==> src/rtl/timestep_sequencer.sv <==
`default_nettype none
// timestep_sequencer: per timestep sweeps neuron tags, waits pipe latency and core idle, then pulses the CIM swap.
// Optional DRAIN_TIMEOUT_EN adds a DRAIN watchdog (timeout_cycles) and the out_timeout flag. Rev 1.0
module timestep_sequencer #(
  parameter int tagbits    = 1,
  parameter int numneurons = 2**tagbits,
  parameter int stepbits   = 16,
  parameter int pipe_lat   = 4
`ifdef DRAIN_TIMEOUT_EN
  , parameter int timeout_cycles = 1024
`endif
) (
  input  logic                in_clk,
  input  logic                in_asyn_reset_n,
  input  logic                in_start,
  input  logic [stepbits-1:0] in_num_steps,
  input  logic                in_core_idle,
  output logic [tagbits-1:0]  out_tag,
  output logic                out_tag_valid,
  output logic                out_swap,
  output logic                out_running,
  output logic                out_done,
  output logic [stepbits-1:0] out_step_count
`ifdef DRAIN_TIMEOUT_EN
  , output logic              out_timeout
`endif
);

  typedef enum logic [2:0] {
    IDLE  = 3'd0,
    SWEEP = 3'd1,
    FLUSH = 3'd2,
    DRAIN = 3'd3,
    SWAP  = 3'd4,
    DONE  = 3'd5
  } state_t;

`ifdef DRAIN_TIMEOUT_EN
  localparam int CNT_MAX = (timeout_cycles > pipe_lat) ? timeout_cycles : pipe_lat;
`else
  localparam int CNT_MAX = pipe_lat;
`endif
  localparam int CNTW = $clog2(CNT_MAX + 1);
  localparam logic [CNTW-1:0]    FLUSH_LAST = CNTW'(pipe_lat - 1);
  localparam logic [tagbits-1:0] LAST_TAG   = tagbits'(numneurons - 1);
`ifdef DRAIN_TIMEOUT_EN
  localparam logic [CNTW-1:0]    DRAIN_LAST = CNTW'(timeout_cycles - 1);
`endif

  state_t              state, state_nx;
  logic [tagbits-1:0]  tag_nx;
  logic [CNTW-1:0]     cnt, cnt_nx;
  logic [stepbits-1:0] target, target_nx, count_nx;
`ifdef DRAIN_TIMEOUT_EN
  logic                timeout_nx;
`endif

  always_comb begin
    state_nx  = state;
    tag_nx    = '0;
    cnt_nx    = cnt;
    target_nx = target;
    count_nx  = out_step_count;
`ifdef DRAIN_TIMEOUT_EN
    timeout_nx = out_timeout;
`endif
    case (state)
      IDLE: begin
        if (in_start) begin
          target_nx = in_num_steps;
          count_nx  = '0;
`ifdef DRAIN_TIMEOUT_EN
          timeout_nx = 1'b0;
`endif
          state_nx  = (in_num_steps == '0) ? DONE : SWEEP;
        end
      end
      SWEEP: begin
        if (out_tag == LAST_TAG) begin
          state_nx = FLUSH;
          cnt_nx   = '0;
        end else begin
          tag_nx = out_tag + tagbits'(1);
        end
      end
      FLUSH: begin
        if (cnt == FLUSH_LAST) begin
          state_nx = DRAIN;
          cnt_nx   = '0;
        end else begin
          cnt_nx = cnt + CNTW'(1);
        end
      end
      DRAIN: begin
        if (in_core_idle) begin
          state_nx = SWAP;
          count_nx = out_step_count + stepbits'(1);
`ifdef DRAIN_TIMEOUT_EN
        end else if (cnt == DRAIN_LAST) begin
          state_nx   = DONE;
          timeout_nx = 1'b1;
        end else begin
          cnt_nx = cnt + CNTW'(1);
`endif
        end
      end
      // Count was bumped on entry, so the compare sees the new value before any further increment.
      SWAP:    state_nx = (out_step_count == target) ? DONE : SWEEP;
      DONE:    state_nx = IDLE;
      default: state_nx = IDLE;
    endcase
  end

  always_ff @(posedge in_clk or negedge in_asyn_reset_n) begin
    if (!in_asyn_reset_n) begin
      state          <= IDLE;
      out_tag        <= '0;
      out_tag_valid  <= 1'b0;
      out_swap       <= 1'b0;
      out_running    <= 1'b0;
      out_done       <= 1'b0;
      out_step_count <= '0;
      target         <= '0;
      cnt            <= '0;
`ifdef DRAIN_TIMEOUT_EN
      out_timeout    <= 1'b0;
`endif
    end else begin
      state          <= state_nx;
      out_tag        <= tag_nx;
      out_tag_valid  <= (state_nx == SWEEP);
      out_swap       <= (state_nx == SWAP);
      out_running    <= (state_nx != IDLE);
      out_done       <= (state_nx == DONE);
      out_step_count <= count_nx;
      target         <= target_nx;
      cnt            <= cnt_nx;
`ifdef DRAIN_TIMEOUT_EN
      out_timeout    <= timeout_nx;
`endif
    end
  end

endmodule
`default_nettype wire

==> config.mk <==
export PLATFORM = sky130hd
export DESIGN_NAME = timestep_sequencer
export DESIGN_NICKNAME = d
export VERILOG_FILES = /design/src/rtl/timestep_sequencer.sv
export SDC_FILE = /design/constraint.sdc
export NUM_CORES = 1
export LEC_CHECK = 0
export ABC_AREA = 0
export BUFFER_PORTS_ARGS = -buffer_cell sky130_fd_sc_hd__buf_2
export CAP_MARGIN = 0
export CORE_UTILIZATION = 35
export CTS_CLUSTER_DIAMETER = 50
export DETAILED_ROUTE_END_ITERATION = 6
export MAX_ROUTING_LAYER = met4
export PLACE_DENSITY = 0.64
export SKIP_LAST_GASP = 1
export SLEW_MARGIN = 10
export SYNTH_ARGS = -nofsm -noshare
export SYNTH_HDL_FRONTEND = slang
export SYNTH_SLANG_ARGS = --single-unit
export TNS_END_PERCENT = 10
==> constraint.sdc <==
create_clock -name in_clk -period 2.7 [get_ports in_clk]
set_clock_uncertainty 0.05 [all_clocks]
set_input_delay 0.135 -clock in_clk [delete_from_list [all_inputs] [get_ports in_clk]]
set_output_delay 0.135 -clock in_clk [all_outputs]
set_load 0.01 [all_outputs]
==> results.toml <==
[outcome]
run_status = "finished clean"

[synth]
yosysWarnings = 0
synth_flop_cell = "dfrtp_1"
synth_common_cells = "dfrtp_1, xor2_1, mux2_2, nor2_1, nand2_1"
synth_top_area_share_pct = 51.2
syn_avg_cell_area_sq_um = 11.0
syn_inst = 191
synth.most_common_cell = "dfrtp_1"
async_reset_ff_share_pct = 100
ys_ff_latch = 43
syn_area_sq_um = 2100
synth_area_leader_cell = "dfrtp_1"
yosysUniqueCellTypes = 34
synth_area_leaders = "dfrtp_1, xor2_1, mux2_2, nor2_1, nand4_1"
synth.net_count = 213
synth-edff-count = 0
ys_seq_area_share_pct = 51.2

[power_and_ir_drop]
cellLeakagePower_nw = 1.18
ir_worst_vdd_mv = 0.335
power_density_nw_per_um2 = 813
finalPower_mw = 2.00

[critical_path]
timing_worst_setup_path_type = "flop to flop"
critPathMaxStageDelay_ps = 540
cp_cell_sequence = "or3b_4, a211oi_1, nand4_1, xor2_1, nor2_1"
end_kind = "flop"
path_max_fanout = 10
arrival_ps = 2200
worstSetupStartpoint = "state[1]"
slowest_stage = "a211oi_1"
r2r_start = "state[1]"
cp.required_ps = 2820
start_kind = "flop"

[cts]
cts_tree = "done"
cts.clk_slew.worst_paths_ps = 80
clk_latency_ps = 290
cts_setup_buffers = 0
cts_made_buffers = 5
post_cts_resized = 0
clockBufferDepth = 2
cts_max_level = 2
clock_sinks = 43
root_buffer = "clkbuf_8"

[global_route]
antenna_found_initial = 0
overflow = 0
grt_use_total_pct = 16.2
grt_pass1_vias = 1495
grt_max_degree = 44
grt_pass1_wl_um = 7560

[die]
core-area_sq_um = 5640
die_height_um = 79.5
num_rows = 27
io_pins = 41
start_util_pct = 37.3
die_w_um = 79.5
die-area_sq_um = 6320

[timing]
rsz0062_at_grt = "false"
hold_viol_final = 0
setup_viol = 0
fmax_mhz = 480
fin_ws_ps = 618
post-route-min-period_ps = 2080
worst_pin_slew_ps = 963
hold_ws_ps = 35.8
setup_tns_ps = 0
finalCritPeriodShare_pct = 77.1
relSlewSlack_pct = 35.8
slew_viol_final = 0

[cells_and_area]
multi_input_comb_area_sq_um = 992
antenna_cells = 0
fillers = 559
fin_area_sq_um = 2460
register_area_sq_um = 1080
drive_above_1_share_pct = 29.6
utilization_pct = 43.7
fin_nets = 256
finalNonFillerCells = 305
syn_to_final_growth_pct = 17.1

[place]
port_buffers = 40
dpl.cell_count = 298
place_congestion = 0.832
placed_area_sq_um = 2380
dp_slack_ps = 629
dp.final_hpwl_um = 3380

[detailed_routing]
met3_length_um = 200
drt_wl_total_um = 4430
drtAntennaViolNets = 0
wl_met1_um = 2170
drtIter0Drc = 185
met2WireLength_um = 2000
dr.pass1.iters = 4
viasPerCell = 5.16
highest_layer = "met4"
vias = 1573
post_drt_wl_per_cell_um = 14.5
drc = 0

[worst_hold_path]
hp-class = "input port to flop"
min_from = "in_num_steps[4]"

[run]
maxCapViolCount = 0
-- layer usage --
metal  vias to the layer above  global-route usage (%)
li1                        768                       -
met1                       756                    23.1
met2                        42                    22.7
met3                         7                    3.77
met4                         0                    5.27
met5                         -                       -
-- cell usage in the layout, fill, tap and decap left out, types with 2 or more instances in the layout --
cell      count
a21oi_1       6
and3_1        3
and4_1        2
buf_2        40
buf_4         2
clkbuf_8      5
dfrtp_1      43
ha_1          2
mux2_2       17
nand2_1      12
nand2b_1      2
nand3_1       7
nand4_1       8
nor2_1       17
nor2b_1       3
nor3_1        2
nor4_1        5
o21ai_0       8
or3_1         4
or4_1         2
xor2_1       27
-- sequential cells by signal, summed over array words and instances (netlist names) --
| name | flops |
|---|---|
| state | 3 |
| out_tag_valid | 1 |
| out_done | 1 |
| out_tag | 1 |
| out_swap | 1 |
| out_running | 1 |
| out_step_count | 16 |
| target | 16 |
| cnt | 3 |
-- power by group --
| part | leakage [nW] | switching (mW) | total, mW | internal (mW) |
|---|---|---|---|---|
| clock network | 0.0361 | 0.204 | 0.376 | 0.172 |
| logic | 0.593 | 0.315 | 0.642 | 0.327 |
| registers | 0.553 | 0.154 | 0.984 | 0.830 |
-- path summary, 6_finish.rpt --
check                                           to  slack, ps  cells after the start
worst min-delay path                     target[4]         40                      2
worst min register to register             out_tag        460                      1
min in group asynchronous            out_tag_valid        490                      2
worst max register to register  out_step_count[14]        620                      5
max in group asynchronous               target[13]       1520                      2
worst max-delay path            out_step_count[14]        620                      5
-- area by class of cell --
cell class	count	share of cell area (%)
Clock inverter	1	0.305
Multi-Input combinational cell	140	40.3
Inverter	1	0.152
Timing Repair Buffer	43	9.14
Clock buffer	5	2.79
Tap cell	72	3.66
Sequential cell	43	43.7
-- what timing repair did --
item / 4_1_cts / 5_1_grt
setup endpoints to repair: 0 / 0
hold buffers: 1 / 0
hold endpoints to repair: 43 / 0
-- cell families (layout without fill, tap and decap cells) --
| family | after synthesis | after routing | share of synthesized area, % |
|---|---|---|---|
| and+or+nand+nor | 72 | 72 | 18.3 |
| DFF | 43 | 43 | 51.2 |
| xor gates and xnor gates | 28 | 28 | 11.7 |
| AOI/OAI and AO/OA | 21 | 21 | 6.60 |
| muxes | 17 | 17 | 9.10 |
| buffers and inverters | 8 | 50 | 1.96 |
| adders and majority gates | 2 | 2 | 1.19 |
-- critical path: cells and delay by family (launching register included) --
family          cells  cell delay [ps]
compound gates      1              540
flops               1              490
xor+xnor            1              180
simple gates        3              700
(Power assumes the default switching activity.)
